**src/rtl/div_magnitude_iterator_pkg.sv**
```systemverilog
// Shared state encoding and operand width for the multicycle divider.
package div_magnitude_iterator_pkg;

   localparam int unsigned DIV_WIDTH = 32;

   typedef enum logic [1:0] {
      DIV_IDLE = 2'd0,
      DIV_RUN  = 2'd1,
      DIV_DONE = 2'd2
   } div_state_e;

endpackage

```
**src/rtl/div_magnitude_iterator_cla.sv**
```systemverilog
// Adder used both as a two's-complement negator and as the trial subtractor.
module cla_32 #(
   parameter int unsigned WIDTH = 32
) (
   input  logic [WIDTH-1:0] a_i,
   input  logic [WIDTH-1:0] b_i,
   input  logic             cin_i,
   output logic [WIDTH-1:0] sum_o,
   output logic             cout_o
);

   always_comb begin
      {cout_o, sum_o} = {1'b0, a_i} + {1'b0, b_i} + {{WIDTH{1'b0}}, cin_i};
   end

endmodule

```
**src/rtl/div_magnitude_iterator.sv**
```systemverilog
// Operand latch, magnitude conversion and 32-step restoring divide core.
module div_magnitude_iterator
   import div_magnitude_iterator_pkg::*;
#(
   parameter int unsigned WIDTH = DIV_WIDTH,
   parameter int unsigned CNT_W = 6
) (
   input  logic               clock,
   input  logic               reset,
   input  logic               ctrl_DIV,
   input  logic [WIDTH-1:0]   data_operandA,
   input  logic [WIDTH-1:0]   data_operandB,
   output logic [2*WIDTH-1:0] rem_quot,
   output logic               sign_a,
   output logic               sign_b,
   output logic               busy,
   output logic               data_exception,
   output logic               data_resultRDY
);

   div_state_e         state_q, state_d;
   logic [CNT_W-1:0]   count_q, count_d;
   logic [2*WIDTH-1:0] rq_q, rq_d;
   logic [WIDTH-1:0]   magb_q, magb_d;
   logic               bzero_q, bzero_d;
   logic               sign_a_q, sign_a_d;
   logic               sign_b_q, sign_b_d;
   logic               exc_q, exc_d;

   logic [WIDTH-1:0]   neg_a, neg_b, maga, magb, diff;
   logic               a_zero, b_zero, no_borrow;

   // Carry-out of ~x+1 is set only for x==0, which flags divide-by-zero on B.
   cla_32 #(.WIDTH(WIDTH)) u_neg_a (
      .a_i(~data_operandA), .b_i('0), .cin_i(1'b1), .sum_o(neg_a), .cout_o(a_zero)
   );
   cla_32 #(.WIDTH(WIDTH)) u_neg_b (
      .a_i(~data_operandB), .b_i('0), .cin_i(1'b1), .sum_o(neg_b), .cout_o(b_zero)
   );
   cla_32 #(.WIDTH(WIDTH)) u_trial (
      .a_i(rq_q[2*WIDTH-2:WIDTH-1]), .b_i(~magb_q), .cin_i(1'b1),
      .sum_o(diff), .cout_o(no_borrow)
   );

   assign maga = (data_operandA[WIDTH-1] && !a_zero) ? neg_a : data_operandA;
   assign magb = data_operandB[WIDTH-1] ? neg_b : data_operandB;

   always_ff @(posedge clock) begin
      if (reset) begin
         state_q  <= DIV_IDLE;
         count_q  <= '0;
         rq_q     <= '0;
         magb_q   <= '0;
         bzero_q  <= 1'b0;
         sign_a_q <= 1'b0;
         sign_b_q <= 1'b0;
         exc_q    <= 1'b0;
      end else begin
         state_q  <= state_d;
         count_q  <= count_d;
         rq_q     <= rq_d;
         magb_q   <= magb_d;
         bzero_q  <= bzero_d;
         sign_a_q <= sign_a_d;
         sign_b_q <= sign_b_d;
         exc_q    <= exc_d;
      end
   end

   always_comb begin
      state_d  = state_q;
      count_d  = count_q;
      rq_d     = rq_q;
      magb_d   = magb_q;
      bzero_d  = bzero_q;
      sign_a_d = sign_a_q;
      sign_b_d = sign_b_q;
      exc_d    = exc_q;
      if (ctrl_DIV) begin
         state_d  = DIV_RUN;
         count_d  = '0;
         rq_d     = {{WIDTH{1'b0}}, maga};
         magb_d   = magb;
         bzero_d  = b_zero;
         sign_a_d = data_operandA[WIDTH-1];
         sign_b_d = data_operandB[WIDTH-1];
         exc_d    = 1'b0;
      end else begin
         case (state_q)
            DIV_RUN: begin
               if (bzero_q) begin
                  state_d = DIV_DONE;
                  exc_d   = 1'b1;
                  rq_d    = '0;
               end else begin
                  if (no_borrow)
                     rq_d = {diff, rq_q[WIDTH-2:0], 1'b1};
                  else
                     rq_d = {rq_q[2*WIDTH-2:0], 1'b0};
                  count_d = count_q + CNT_W'(1);
                  if (count_q == CNT_W'(WIDTH - 1))
                     state_d = DIV_DONE;
               end
            end
            DIV_DONE: state_d = DIV_IDLE;
            default:  state_d = DIV_IDLE;
         endcase
      end
   end

   assign rem_quot       = rq_q;
   assign sign_a         = sign_a_q;
   assign sign_b         = sign_b_q;
   assign data_exception = exc_q;
   assign busy           = (state_q == DIV_RUN);
   assign data_resultRDY = (state_q == DIV_DONE);

endmodule

```
**config.mk**
```make
export PLATFORM = sky130hd
export DESIGN_NAME = div_magnitude_iterator
export DESIGN_NICKNAME = d
export VERILOG_FILES = /design/src/rtl/div_magnitude_iterator_pkg.sv /design/src/rtl/div_magnitude_iterator_cla.sv /design/src/rtl/div_magnitude_iterator.sv
export SDC_FILE = /design/constraint.sdc
export NUM_CORES = 1
export LEC_CHECK = 0
export BUFFER_PORTS_ARGS = -buffer_cell sky130_fd_sc_hd__buf_4
export CORE_MARGIN = 2
export CORE_UTILIZATION = 26
export CTS_BUF_LIST = sky130_fd_sc_hd__clkbuf_4
export CTS_CLUSTER_SIZE = 20
export DETAILED_ROUTE_END_ITERATION = 12
export GPL_ROUTABILITY_DRIVEN = 0
export GPL_TIMING_DRIVEN = 0
export PLACE_DENSITY_LB_ADDON = 0.15
export SETUP_SLACK_MARGIN = 0.2
export SLEW_MARGIN = 20
export SYNTH_ARGS = -nofsm -noshare
export SYNTH_HDL_FRONTEND = slang
export SYNTH_HIERARCHICAL = 1
export SYNTH_SLANG_ARGS = --single-unit
```
**constraint.sdc**
```tcl
create_clock -name clock -period 4.8 [get_ports clock]
set_clock_uncertainty 0.05 [all_clocks]
set_input_delay 0 -clock clock [delete_from_list [all_inputs] [get_ports clock]]
set_output_delay 0 -clock clock [all_outputs]
set_load 0.02 [all_outputs]
```
==> results.json, run 1 <==
{
  "grt_pass1_vias": 10000,
  "vias_per_cell": 4.79,
  "avgSynthCellArea_um2": 7.79,
  "dp.cells": 2102,
  "boundaryPins": 136,
  "layout.cells.most_common": "inv_1",
  "rows": 74,
  "crit_arrival_ps": 4460,
  "grt_pass1_wl_mm": 53.9,
  "worstSetupPathType": "reg -> reg",
  "finalWirelength_mm": 34.0,
  "routed-wl-met2_mm": 15.4,
  "synthDistinctLibCells": 79,
  "critPathMaxFanout": 10,
  "cp.required_ps": 5180,
  "fin_setup_tns_ps": 0,
  "path_buf_inv": 2,
  "portBuffers": 133,
  "cts-root-buf": "clkbuf_4",
  "wl_met1_mm": 17.3,
  "ys.flop_type": "dfxtp_1",
  "antenna_found_initial": 1,
  "synth_edf_count": 0,
  "start_util": 0.263,
  "ys_warn_count": 6,
  "final_cell_mix": "144 x inv_1, 135 x buf_4, 121 x nor2_1",
  "top_layer": "met4",
  "netlist_top_cells_area": "dfxtp_1 20%, ha_1 11%, mux2i_1 6.4%",
  "syn2layout_area_growth_pct": 25.4,
  "drv_slew": 0,
  "status": "complete, no violations",
  "die_w_um": 207,
  "wl_met3_um": 908,
  "cap_viol_max_count": 0,
  "setup_viol": 0,
  "die_h_um": 207,
  "yosysTopAreaCell": "dfxtp_1",
  "relSlewSlack": 0.420,
  "die_area_um2": 42700,
  "htreeDepth": 3,
  "drive_gt1_frac": 0.143,
  "rsz0062_at_grt": "no",
  "grtUsageTotal": 0.160,
  "power_leakage_nw": 6.13,
  "synth_top_area_share": 0.202,
  "worstHoldPathType": "in -> reg",
  "rrSetupSlack_ps": 720,
  "crit_slowest_cell": "fa_1",
  "yosys_register_bits": 108,
  "clk_latency_ps": 550,
  "hold-worst-slack_ps": 60.0,
  "coreArea_um2": 40600,
  "synthCells": 1370,
  "worstPathCellList": "fa_1, fa_1, a21o_1, a221o_1, a21oi_2, o21ai_2, nor2_1, o21a_1, o21ai_1, clkbuf_1, clkbuf_1, mux2_2, a22oi_1, nor2_1",
  "grt_max_degree": 20,
  "cts.clk_slew.worst_paths_ps": 180,
  "start_kind": "flip-flop",
  "fmax_ghz": 0.245,
  "final-hold-violation-count": 0,
  "cts_buffers": 9,
  "cts_tree": "yes",
  "final_cells": 2186,
  "post_cts_resized": 0,
  "hpwlAfterDp_mm": 27.9,
  "post-route-drc-count": 0,
  "worst_path_largest_cell_delay_ps": 510,
  "globalRouteOverflowTotal": 0,
  "async_flop_share": 0,
  "irDropWorstVdd_v": 0.000104,
  "synth_area_um2": 10700,
  "post-route-min-period_ps": 4080,
  "cts.sinks": 108,
  "first_iter_violations": 625,
  "wl_per_cell_um": 15.6,
  "vias": 10500,
  "yosysSeqAreaShare": 0.202,
  "post-route-period-util": 0.850,
  "critPathCaptureType": "flip-flop",
  "p_per_area_nw_per_um2": 198,
  "ctsLongestPathBuffers": 2,
  "cp_top_family": "compound AO/OA/AOI/OAI gates",
  "fin_nets": 1815,
  "ant_nets": 0,
  "drt_pass1_iterations": 5,
  "worst_pin_slew_ps": 859
}
layout make-up:
class | count | area [um2]
clock buffers | 9 | 67.6
clock inverters | 7 | 58.8
diodes | 1 | 2.50
well taps | 532 | 666
flip-flops and latches | 108 | 2160
inverters | 146 | 548
multi-input cells | 1120 | 7920
plain buffers | 63 | 299
fillers | 4493 | 27300
repair buffers | 200 | 1670
worst register-to-register path: cells and delay by family (launching register included):
kind,cells,cell delay [ps]
and+or+nand+nor,2,160
buffers and inverters,2,520
adders and majority gates,2,950
AOI/OAI and AO/OA,7,1540
DFF,1,380
muxes,1,360
cells in the mapped netlist, drive strengths merged (4+ instances only):
library cell	n
inv	144
nor2	121
a21oi	110
dfxtp	108
ha	94
nand2	82
o21ai	69
mux2i	68
nand3	49
a211oi	48
xor2	44
clkbuf	38
a21o	35
xnor2	35
a22oi	34
mux2	33
o221ai	32
buf	25
nand4	24
nor3	17
or3	16
o21a	14
o21bai	14
o211ai	13
and3	12
o31ai	9
a2111oi	6
a211o	6
and2	6
fa	6
a21boi	5
nand2b	5
a311oi	4
metal layers:
| layer | GRT usage | up-vias |
|---|---|---|
| li1 | - | 5466 |
| met1 | 0.230 | 4815 |
| met2 | 0.256 | 170 |
| met3 | 0.0122 | 18 |
| met4 | 0.0459 | 0 |
| met5 | 0 | - |
registers in the layout, indices dropped and copies added (netlist names):
name            count
bzero_q             1
count_q             6
data_exception      1
magb_q             32
rem_quot           64
sign_a              1
sign_b              1
state_q             2
report_power, final:
part / leakage (nW) / internal [mW] / switching, mW / total (mW)
sequential: 0.886 / 0.952 / 0.0426 / 0.995
combinational: 5.17 / 0.496 / 0.687 / 1.18
clock: 0.0688 / 0.114 / 0.365 / 0.479
total: 6.13 / 1.56 / 1.09 / 2.66
repair_timing:
item / in CTS / in global routing
hold buffers: 67 / 0
buffers inserted: 0 / 0
setup endpoints to repair: 0 / 0
hold endpoints to repair: 65 / 0
through the flow:
stage                     utilization  worst slack, ps  power, mW  cell area, um2
after floorplan                     -             1280       1.82           10900
after global placement          0.310              707       2.12           12600
after detailed placement        0.310              726       2.13           12600
after CTS                       0.329              715       2.67           13400
after global routing            0.329              383       2.87           13400
final                           0.329              722       2.66           13400
logic make-up (layout without fill, tap and decap cells):
kind of cell    count (synthesis)  count (layout)  synth area share
compound gates                417             417             0.272
simple gates                  354             354             0.161
buf+inv                       209             425            0.0793
flops                         108             108             0.202
mux                           101             101            0.0985
fa+ha+maj                     100             100             0.121
xor+xnor                       79              79            0.0648
other cells                     2              70          0.000703
worst paths after layout:
check | startpoint | end | depth (start not counted)
max | rem_quot[31]$_SDFFE_PP0P_ | rem_quot[55]$_SDFFE_PP0P_ | 14
min | data_operandB[31] | magb_q[3]$_SDFFE_PP0P_ | 3
max reg2reg | rem_quot[31]$_SDFFE_PP0P_ | rem_quot[55]$_SDFFE_PP0P_ | 14
min reg2reg | magb_q[31]$_SDFFE_PP0P_ | magb_q[31]$_SDFFE_PP0P_ | 2
(Power assumes the default switching activity.)
==> run 2: changes to the inputs <==
Settings changed: ABC_AREA from default to 1.
Clock period 4.8 ns to 4.25 ns, I/O delays scaled along.
==> run 2 against run 1 <==
  * Sequential power grew 12%
  * Core utilization shrank 0.50 points
  * Non-clock buffer count grew 4
  * Critical path depth grew 8
  * Largest cell class unchanged
  * Highest routed layer unchanged
  * Critical path type is now in -> reg
  * Sequential cell count is the same
  * Largest power group unchanged
==> results.json, run 2 <==
{
  "final_cell_mix": "858 x nand2_1, 523 x inv_1, 221 x nand3_1",
  "syn2layout_area_growth_pct": 23.1,
  "avgSynthCellArea_um2": 5.38,
  "async_flop_share": 0,
  "finalWirelength_mm": 46.5,
  "cts-root-buf": "clkbuf_4",
  "synth_top_area_share": 0.249,
  "coreArea_um2": 49100,
  "worstSetupPathType": "in -> reg",
  "crit_slowest_cell": "dlygate4sd3_1",
  "fin_nets": 2857,
  "vias_per_cell": 4.36,
  "hpwlAfterDp_mm": 39.5,
  "die_w_um": 227,
  "layout.cells.most_common": "nand2_1",
  "die_h_um": 227,
  "grtUsageTotal": 0.181,
  "yosys_register_bits": 108,
  "irDropWorstVdd_v": 0.000111,
  "synth_edf_count": 0,
  "first_iter_violations": 794,
  "ant_nets": 0,
  "rrSetupSlack_ps": 1060,
  "critPathMaxFanout": 10,
  "yosysMostFrequentCell": "nand2_1",
  "start_util": 0.264,
  "cts_tree": "yes",
  "post_cts_resized": 0,
  "critPathCaptureType": "flip-flop",
  "drive_gt1_frac": 0.0968,
  "largest_reg_flops": 64,
  "final-hold-violation-count": 0,
  "post-route-drc-count": 0,
  "vias": 14600,
  "ctsLongestPathBuffers": 2,
  "netlist_top_cells_area": "nand2_1 25%, dfxtp_1 17%, inv_1 15%",
  "setup_viol": 0,
  "die_area_um2": 51500,
  "fin_setup_tns_ps": 0,
  "post-route-period-util": 0.833,
  "rsz0062_at_grt": "no",
  "cap_viol_max_count": 0,
  "cts_buffers": 9,
  "synth_area_um2": 12900,
  "synthDistinctLibCells": 35,
  "post-route-util": 0.324,
  "htreeDepth": 3,
  "rows": 81,
  "synthTopCellsByCount": "858 x nand2_1, 523 x inv_1, 221 x nand3_1",
  "cp.required_ps": 4690,
  "globalRouteOverflowTotal": 0,
  "grt_pass1_vias": 13600,
  "synthCells": 2403,
  "cts.clk_slew.worst_paths_ps": 220,
  "start_kind": "input port",
  "wl_per_cell_um": 13.8,
  "post-route-min-period_ps": 3540,
  "portBuffers": 132,
  "power_mw": 3.33,
  "ys_warn_count": 6,
  "clk_latency_ps": 510,
  "boundaryPins": 136,
  "antenna_found_initial": 1,
  "yosysSeqAreaShare": 0.167,
  "relSlewSlack": 0.582,
  "grt_max_degree": 21,
  "p_per_area_nw_per_um2": 209,
  "worstPathCellList": "dlygate4sd3_1, buf_4, inv_1, fa_1, fa_1, nand3_1, nand3_1, nand2_1, nand2_2, nand3_1, nand3_1, nand2_1, nand2_1, inv_1, nand2_1, buf_2, nand2_1, nand3_1, dlygate4sd3_1, nand3_1, nand2_1, inv_1",
  "fillers": 5711,
  "cts_hold_buf": 77,
  "crit_arrival_ps": 3980,
  "grt_pass1_wl_mm": 73.1,
  "ys.flop_type": "dfxtp_1",
  "yosysTopAreaCell": "nand2_1",
  "status": "complete, no violations",
  "worstHoldPathType": "in -> reg",
  "worst_pin_slew_ps": 627,
  "power_leakage_nw": 9.27,
  "fmax_ghz": 0.282,
  "post_cts_buffers": 0,
  "cts.sinks": 108,
  "drt_pass1_iterations": 5,
  "hold-worst-slack_ps": 75.4,
  "worst_path_largest_cell_delay_ps": 580,
  "drv_slew": 0
}
[run 2: changes by cell type in the layout (fill, tap and decap cells not counted), moves of 30 or more]
cell / before / now
mux2i_1: 68 / 0
a21o_1: 33 / 3
o22ai_1: 0 / 31
nor2_1: 121 / 173
xnor2_1: 35 / 2
nand3_1: 49 / 221
inv_1: 144 / 523
nand2_1: 78 / 858
a211oi_1: 47 / 0
a22oi_1: 34 / 0
o221ai_1: 32 / 0
mux2_2: 33 / 0
[run 2: through the flow]
step	area [um2]	instances	setup WS (ps)
2_1_floorplan	13200	2470	1570
3_3_place_gp	15000	3266	1080
3_5_place_dp	15000	3266	1060
4_1_cts	15900	3359	755
5_1_grt	15900	3360	438
6_report	15900	3360	709
[run 2: report_power, final]
group,switching (mW),internal (mW)
clock,0.416,0.145
sequential,0.0446,1.07
combinational,1.07,0.589
[run 2: kinds of logic after synthesis]
kind of cell | count (synthesis) | share of synthesized area
fa+ha+maj | 100 | 0.100
simple gates | 1335 | 0.429
buf+inv | 593 | 0.182
xor+xnor | 45 | 0.0305
other cells | 2 | 0.000581
compound gates | 220 | 0.0899
flops | 108 | 0.167
[run 2: metal layers]
layer,global-route usage,vias to the layer above,wire (um)
li1,-,7817,-
met1,0.260,6494,23400
met2,0.296,297,20400
met3,0.0160,31,1980
met4,0.0339,0,688
met5,0,-,0
[run 2: path summary, 6_finish.rpt]
| check | startpoint | to | cells after the start |
|---|---|---|---|
| worst max register to register | rem_quot[31]$_SDFFE_PP0P_ | rem_quot[59]$_SDFFE_PP0P_ | 15 |
| worst min register to register | data_exception$_SDFFE_PP0P_ | data_exception$_SDFFE_PP0P_ | 2 |
| worst max-delay path | data_operandA[0] | rem_quot[1]$_SDFFE_PP0P_ | 22 |
| worst min-delay path | data_operandB[31] | magb_q[18]$_SDFFE_PP0P_ | 4 |
[run 2: cell type report]
type / instances / area, um2 / area share
Multi-Input combinational cell: 1769 / 8660 / 0.544
Sequential cell: 108 / 2160 / 0.136
Buffer: 58 / 345 / 0.0217
Antenna cell: 1 / 2.50 / 0.000157
Tap cell: 664 / 831 / 0.0522
Timing Repair Buffer: 209 / 1760 / 0.111
Inverter: 535 / 2010 / 0.126
Clock buffer: 10 / 75.1 / 0.00472
Clock inverter: 6 / 63.8 / 0.00401
[run 2: worst max-delay path: cells and delay by family]
family        cells  cell delay [ps]
buf+inv           7             1710
fa+ha+maj         2             1040
simple gates     13             1240
